## src/rtl/store_buffer.sv

```systemverilog
// rtl/store_buffer.sv - posted-write store queue with in-order drain and ordered load pass-through; optional macro SB_LOAD_BYPASS_EN
module store_buffer #(
    parameter int DEPTH = 4,
    parameter int PTR_W = $clog2(DEPTH)
) (
    input  logic        clk,
    input  logic        rst,
    input  logic        up_req,
    input  logic        up_wr,
    input  logic [1:0]  up_size,
    input  logic [31:0] up_addr,
    input  logic [31:0] up_wdata,
    input  logic [3:0]  up_wstrb,
    output logic [31:0] up_rdata,
    output logic        up_addr_ok,
    output logic        up_data_ok,
    output logic        dn_req,
    output logic        dn_wr,
    output logic [1:0]  dn_size,
    output logic [31:0] dn_addr,
    output logic [31:0] dn_wdata,
    output logic [3:0]  dn_wstrb,
    input  logic [31:0] dn_rdata,
    input  logic        dn_addr_ok,
    input  logic        dn_data_ok,
    output logic        sb_empty
);

    typedef enum logic [2:0] {IDLE, ST_REQ, ST_WAIT, LD_REQ, LD_WAIT} state_t;

    localparam logic [PTR_W:0]   FULL_CNT = (PTR_W+1)'(DEPTH);
    localparam logic [PTR_W:0]   CNT_ONE  = (PTR_W+1)'(1);
    localparam logic [PTR_W-1:0] PTR_ONE  = PTR_W'(1);

    state_t           state;
    logic [31:0]      mem_addr  [DEPTH];
    logic [31:0]      mem_wdata [DEPTH];
    logic [3:0]       mem_wstrb [DEPTH];
    logic [1:0]       mem_size  [DEPTH];
    logic [PTR_W-1:0] head;
    logic [PTR_W-1:0] tail;
    logic [PTR_W:0]   count;
    logic             st_ack;
    logic             ld_pend;
    logic [31:0]      ld_addr;
    logic [1:0]       ld_size;
    logic             enq;
    logic             deq;
    logic             ld_take;
    logic             ld_done;
    logic             ld_go;

    // Loads block all further upstream traffic; stores only need a free slot.
    assign up_addr_ok = !ld_pend && (up_wr ? (count < FULL_CNT) : 1'b1);
    assign enq        = up_req && up_wr && up_addr_ok;
    assign ld_take    = up_req && !up_wr && up_addr_ok;
    assign deq        = (state == ST_WAIT) && dn_data_ok;
    assign ld_done    = (state == LD_WAIT) && dn_data_ok;

`ifdef SB_LOAD_BYPASS_EN
    logic             ld_conflict;
    logic [PTR_W-1:0] slot_off;

    // A load may go ahead once no live entry (head included while draining) hits its word.
    always_comb begin
        ld_conflict = 1'b0;
        slot_off    = '0;
        for (int i = 0; i < DEPTH; i++) begin
            slot_off = PTR_W'(i) - head;
            if (({1'b0, slot_off} < count) && (mem_addr[i][31:2] == ld_addr[31:2]))
                ld_conflict = 1'b1;
        end
    end

    assign ld_go = ld_pend && !ld_conflict;
`else
    assign ld_go = ld_pend && (count == '0);
`endif

    // Queue pointers, occupancy and the one-cycle store acknowledge.
    always_ff @(posedge clk) begin
        if (rst) begin
            head   <= '0;
            tail   <= '0;
            count  <= '0;
            st_ack <= 1'b0;
        end else begin
            st_ack <= enq;
            if (enq)
                tail <= tail + PTR_ONE;
            if (deq)
                head <= head + PTR_ONE;
            if (enq && !deq)
                count <= count + CNT_ONE;
            else if (deq && !enq)
                count <= count - CNT_ONE;
        end
    end

    // Entry storage; contents are only meaningful between tail and head so no reset needed.
    always_ff @(posedge clk) begin
        if (enq) begin
            mem_addr[tail]  <= up_addr;
            mem_wdata[tail] <= up_wdata;
            mem_wstrb[tail] <= up_wstrb;
            mem_size[tail]  <= up_size;
        end
    end

    // Downstream sequencer plus the captured-load register.
    always_ff @(posedge clk) begin
        if (rst) begin
            state   <= IDLE;
            ld_pend <= 1'b0;
            ld_addr <= '0;
            ld_size <= '0;
        end else begin
            if (ld_take) begin
                ld_pend <= 1'b1;
                ld_addr <= up_addr;
                ld_size <= up_size;
            end else if (ld_done) begin
                ld_pend <= 1'b0;
            end
            case (state)
                IDLE: begin
                    if (ld_go)
                        state <= LD_REQ;
                    else if (count != '0)
                        state <= ST_REQ;
                end
                ST_REQ:  if (dn_addr_ok) state <= ST_WAIT;
                ST_WAIT: if (dn_data_ok) state <= IDLE;
                LD_REQ:  if (dn_addr_ok) state <= LD_WAIT;
                LD_WAIT: if (dn_data_ok) state <= IDLE;
                default: state <= IDLE;
            endcase
        end
    end

    // Downstream fields come from the load register during a load, else from the head entry.
    always_comb begin
        dn_req = (state == ST_REQ) || (state == LD_REQ);
        dn_wr  = (state == ST_REQ);
        if ((state == LD_REQ) || (state == LD_WAIT)) begin
            dn_addr  = ld_addr;
            dn_size  = ld_size;
            dn_wdata = '0;
            dn_wstrb = 4'b0000;
        end else begin
            dn_addr  = mem_addr[head];
            dn_size  = mem_size[head];
            dn_wdata = mem_wdata[head];
            dn_wstrb = mem_wstrb[head];
        end
    end

    assign up_data_ok = st_ack || ld_done;
    assign up_rdata   = dn_rdata;
    assign sb_empty   = (count == '0) && (state != ST_REQ) && (state != ST_WAIT);

endmodule

```

## config.mk

```make
export PLATFORM = sky130hd
export DESIGN_NAME = store_buffer
export DESIGN_NICKNAME = d
export VERILOG_FILES = /design/src/rtl/store_buffer.sv
export SDC_FILE = /design/constraint.sdc
export NUM_CORES = 1
export LEC_CHECK = 0
export ABC_CLOCK_PERIOD_IN_PS = 3900
export BUFFER_PORTS_ARGS = -buffer_cell sky130_fd_sc_hd__buf_2
export CORE_MARGIN = 10
export CORE_UTILIZATION = 58
export CTS_BUF_LIST = sky130_fd_sc_hd__clkbuf_8
export DETAILED_ROUTE_END_ITERATION = 7
export GPL_TIMING_DRIVEN = 0
export PLACE_DENSITY = 0.82
export SYNTH_ARGS = -nofsm -noshare
export SYNTH_HDL_FRONTEND = slang
export SYNTH_SLANG_ARGS = --single-unit
```

## constraint.sdc

```tcl
create_clock -name clk -period 3.9 [get_ports clk]
set_clock_uncertainty 0.15 [all_clocks]
set_input_delay 0.585 -clock clk [delete_from_list [all_inputs] [get_ports clk]]
set_output_delay 0.585 -clock clk [all_outputs]
set_load 0.005 [all_outputs]
```

==> key figures <==
Status
  – Status: finished, final reports clean

Power
  – Power Density: 516 mW/mm^2
  – Peak VDD IR: 0.399 mV
  – Lkg Pwr: 0.00541 uW

Die
  – Die Y: 169 um
  – Die W: 169 um
  – Starting Density: 0.591
  – Core area: 0.0219 mm^2
  – Site Rows: 54
  – Top Ports: 215
  – Die area: 0.0287 mm^2

Worst setup path
  – Critical R2R Launch: ld_pend$_SDFFE_PP0P_
  – Slowest CP cell: clkbuf_1
  – Crit path required time: 3.16 ns
  – Crit path kind: reg -> out
  – Worst Path Buf+Inv: 3
  – FF-to-FF setup slack: 1.43 ns
  – Arr. time, crit path: 2.54 ns
  – CP delay by family, top: buffers and inverters
  – Crit-path max FO: 10
  – Startpoint types: register
  – Worst-path cell chain: clkbuf_2 -> clkbuf_1 -> mux4_2 -> mux2_2 -> buf_2
  – CP peak stage delay: 0.59 ns
  – CP Capture Type: primary output

Hold path
  – Hold_sp: up_wdata[27]
  – Worst min-delay path class: in -> reg

Placement
  – Inst Count DP: 1,175
  – GP Congestion: 0.746
  – # port buffers: 181
  – Post-DP HPWL: 17.8 mm
  – Post-placement setup slack: 1.16 ns
  – Placed inst area: 0.0143 mm^2

Synthesis
  – Unique cell type count in the Yosys netlist: 36
  – Syn Std Cell Area: 0.0129 mm^2
  – Fraction of registers with async set/reset: 0
  – Yosys reg bits: 328
  – Net count after synthesis: 824
  – Synth Area per Inst: 18.2 um^2
  – Top FF cell, synth: edfxtp_1
  – Post-synth EDFFs: 280
  – Post-Syn Instances: 710
  – Register area share after synthesis: 0.724
  – Yosys warns: 0

STA
  – Setup ws final: 0.626 ns
  – Fin. Hold Viols: 0
  – Fmax: 305 MHz
  – Slew Viols, Final: 0
  – Post-layout min period: 3.27 ns
  – Slew @ Worst Pin: 0.719 ns
  – Slew headroom: 0.518
  – Setup TNS: 0 ns
  – RSZ-0062 raised after global routing: false
  – Final worst path period share: 0.839
  – Endpoints failing setup: 0

GRT
  – Vias in the first global route: 7,456
  – Initial antenna violation count: 4
  – GRT Overall Usage: 0.186
  – First-pass GRT wire length: 41.9 mm
  – Largest net degree at the start of global routing: 41
  – Grt total ovfl: 0

CTS
  – Cts repair resizes: 0
  – Root buffer cell: clkbuf_8
  – Clock Latency Late Sink: 0.55 ns
  – Sinks on Clock Net: 328
  – # Post-CTS Setup Buffers: 0
  – CTS Hold Buffers Added: 0
  – Clk buf depth: 3
  – CTS buffer count: 49
  – Clock slew at reported path FFs: 0.06 ns
  – H-tree level count: 2
  – CTS tree: built

Final layout
  – Fraction of layout cells with a size suffix above 1: 0.422
  – Most frequent cells in the layout: 280 x edfxtp_1, 193 x buf_2, 70 x mux4_2, 70 x nand2_1, 54 x clkbuf_8
  – # fillers: 1,453
  – Fin cells: 1,270
  – Commonest non-fill, non-tap cell in the layout: edfxtp_1
  – P&R area growth vs syn: 17.5%
  – Nets: 1,060
  – Design Area, Final: 0.0152 mm^2

Drt
  – 1st-iter DRT viols: 376
  – Total number of vias: 6,906
  – WL/cell: 21.0 um
  – Vias per inst: 5.44
  – ANT nets after route: 0
  – Final WL: 26.7 mm
  – DRC viols: 0
  – TritonRoute pass-1 iters: 5

Job
  – Max Cap Violations: 0
worst register-to-register path: cells and delay by family, from the launching register on:
| kind | cells | cell delay, ns |
|---|---|---|
| buffers and inverters | 2 | 0.33 |
| XOR/XNOR | 1 | 0.18 |
| AO/OA/AOI/OAI | 1 | 0.14 |
| flip-flops | 1 | 0.38 |
| adder cells (fa/ha/maj) | 2 | 0.60 |
| AND/OR/NAND/NOR | 2 | 0.62 |
per-layer routing:
metal,global-route usage,part of all wire
met4,0.0492,0.014
met2,0.315,0.51
met5,0,0.00026
met3,0.0577,0.080
met1,0.228,0.39
area by class of cell:
cell class	instances	area, um^2	area share
timing repair buffer	185	1000	0.0659
tap	280	350	0.0231
sequential	328	9370	0.617
antenna	4	10.0	0.000659
clock buffer	54	743	0.0489
buffer	72	485	0.0319
multi-input combinational	306	3070	0.202
clock inverter	37	149	0.00980
inverter	4	15.0	0.000988
where the power goes:
| group | switching, uW | total, uW | internal (uW) | leakage, uW |
|---|---|---|---|---|
| clock | 1210 | 2480 | 1270 | 0.000539 |
| sequential | 46.5 | 4000 | 3950 | 0.00293 |
| combinational | 665 | 1370 | 701 | 0.00194 |
cell usage after synthesis, drive strengths merged, types with 2 or more instances:
| cell type | instances | share of area |
|---|---|---|
| nor2 | 14 | 0.0041 |
| mux2 | 34 | 0.030 |
| and2 | 4 | 0.0019 |
| nand3 | 2 | 0.00077 |
| or3b | 2 | 0.0014 |
| nand2 | 70 | 0.020 |
| dfxtp | 48 | 0.074 |
| o21ai | 2 | 0.00077 |
| inv | 4 | 0.0012 |
| ha | 5 | 0.0048 |
| nor2b | 39 | 0.019 |
| a21oi | 40 | 0.016 |
| mux4 | 70 | 0.12 |
| clkbuf | 16 | 0.0047 |
| nor3b | 2 | 0.0015 |
| xor2 | 3 | 0.0020 |
| edfxtp | 280 | 0.65 |
| buf | 56 | 0.033 |
| nor3 | 3 | 0.0012 |
| xnor2 | 4 | 0.0027 |
| or3 | 4 | 0.0027 |
registers in the layout, summed over array words and instances, names as in the netlist, named ones only:
| name | cells |
|---|---|
| count | 3 |
| head | 2 |
| ld_addr | 32 |
| ld_pend | 1 |
| ld_size | 2 |
| mem_addr | 128 |
| mem_size | 8 |
| mem_wdata | 128 |
| mem_wstrb | 16 |
| st_ack | 1 |
| state | 3 |
| tail | 2 |
logic make-up (layout without fill, tap and decap cells):
kind of cell / after synthesis / count (layout) / share of synthesized area
AND/OR/NAND/NOR: 143 / 143 / 0.0550
flip-flops: 328 / 328 / 0.724
AO/OA/AOI/OAI: 45 / 45 / 0.0185
XOR/XNOR: 7 / 7 / 0.00474
buffers and inverters: 76 / 352 / 0.0387
other: 0 / 4 / 0
multiplexers: 105 / 105 / 0.152
adder cells (fa/ha/maj): 6 / 6 / 0.00639
worst paths after layout:
path                                end  depth (start not counted)
max reg2reg       count[2]$_SDFFE_PP0P_                          8
min reg2reg    ld_addr[16]$_SDFFE_PP0P_                          2
min          mem_wdata[0][27]$_DFFE_PP_                          1
max                         dn_addr[31]                          5
metrics by stage:
stage                      util  power [uW]  hold slack (ns)
after detailed placement  0.653        5460            0.294
after CTS                 0.694        7950           0.0608
after global placement    0.648        5430            0.288
final                     0.694        7850            0.102
after floorplan               -        4930            0.283
after global routing      0.694        8230           0.0667
Power figures use the tool's default switching activity.
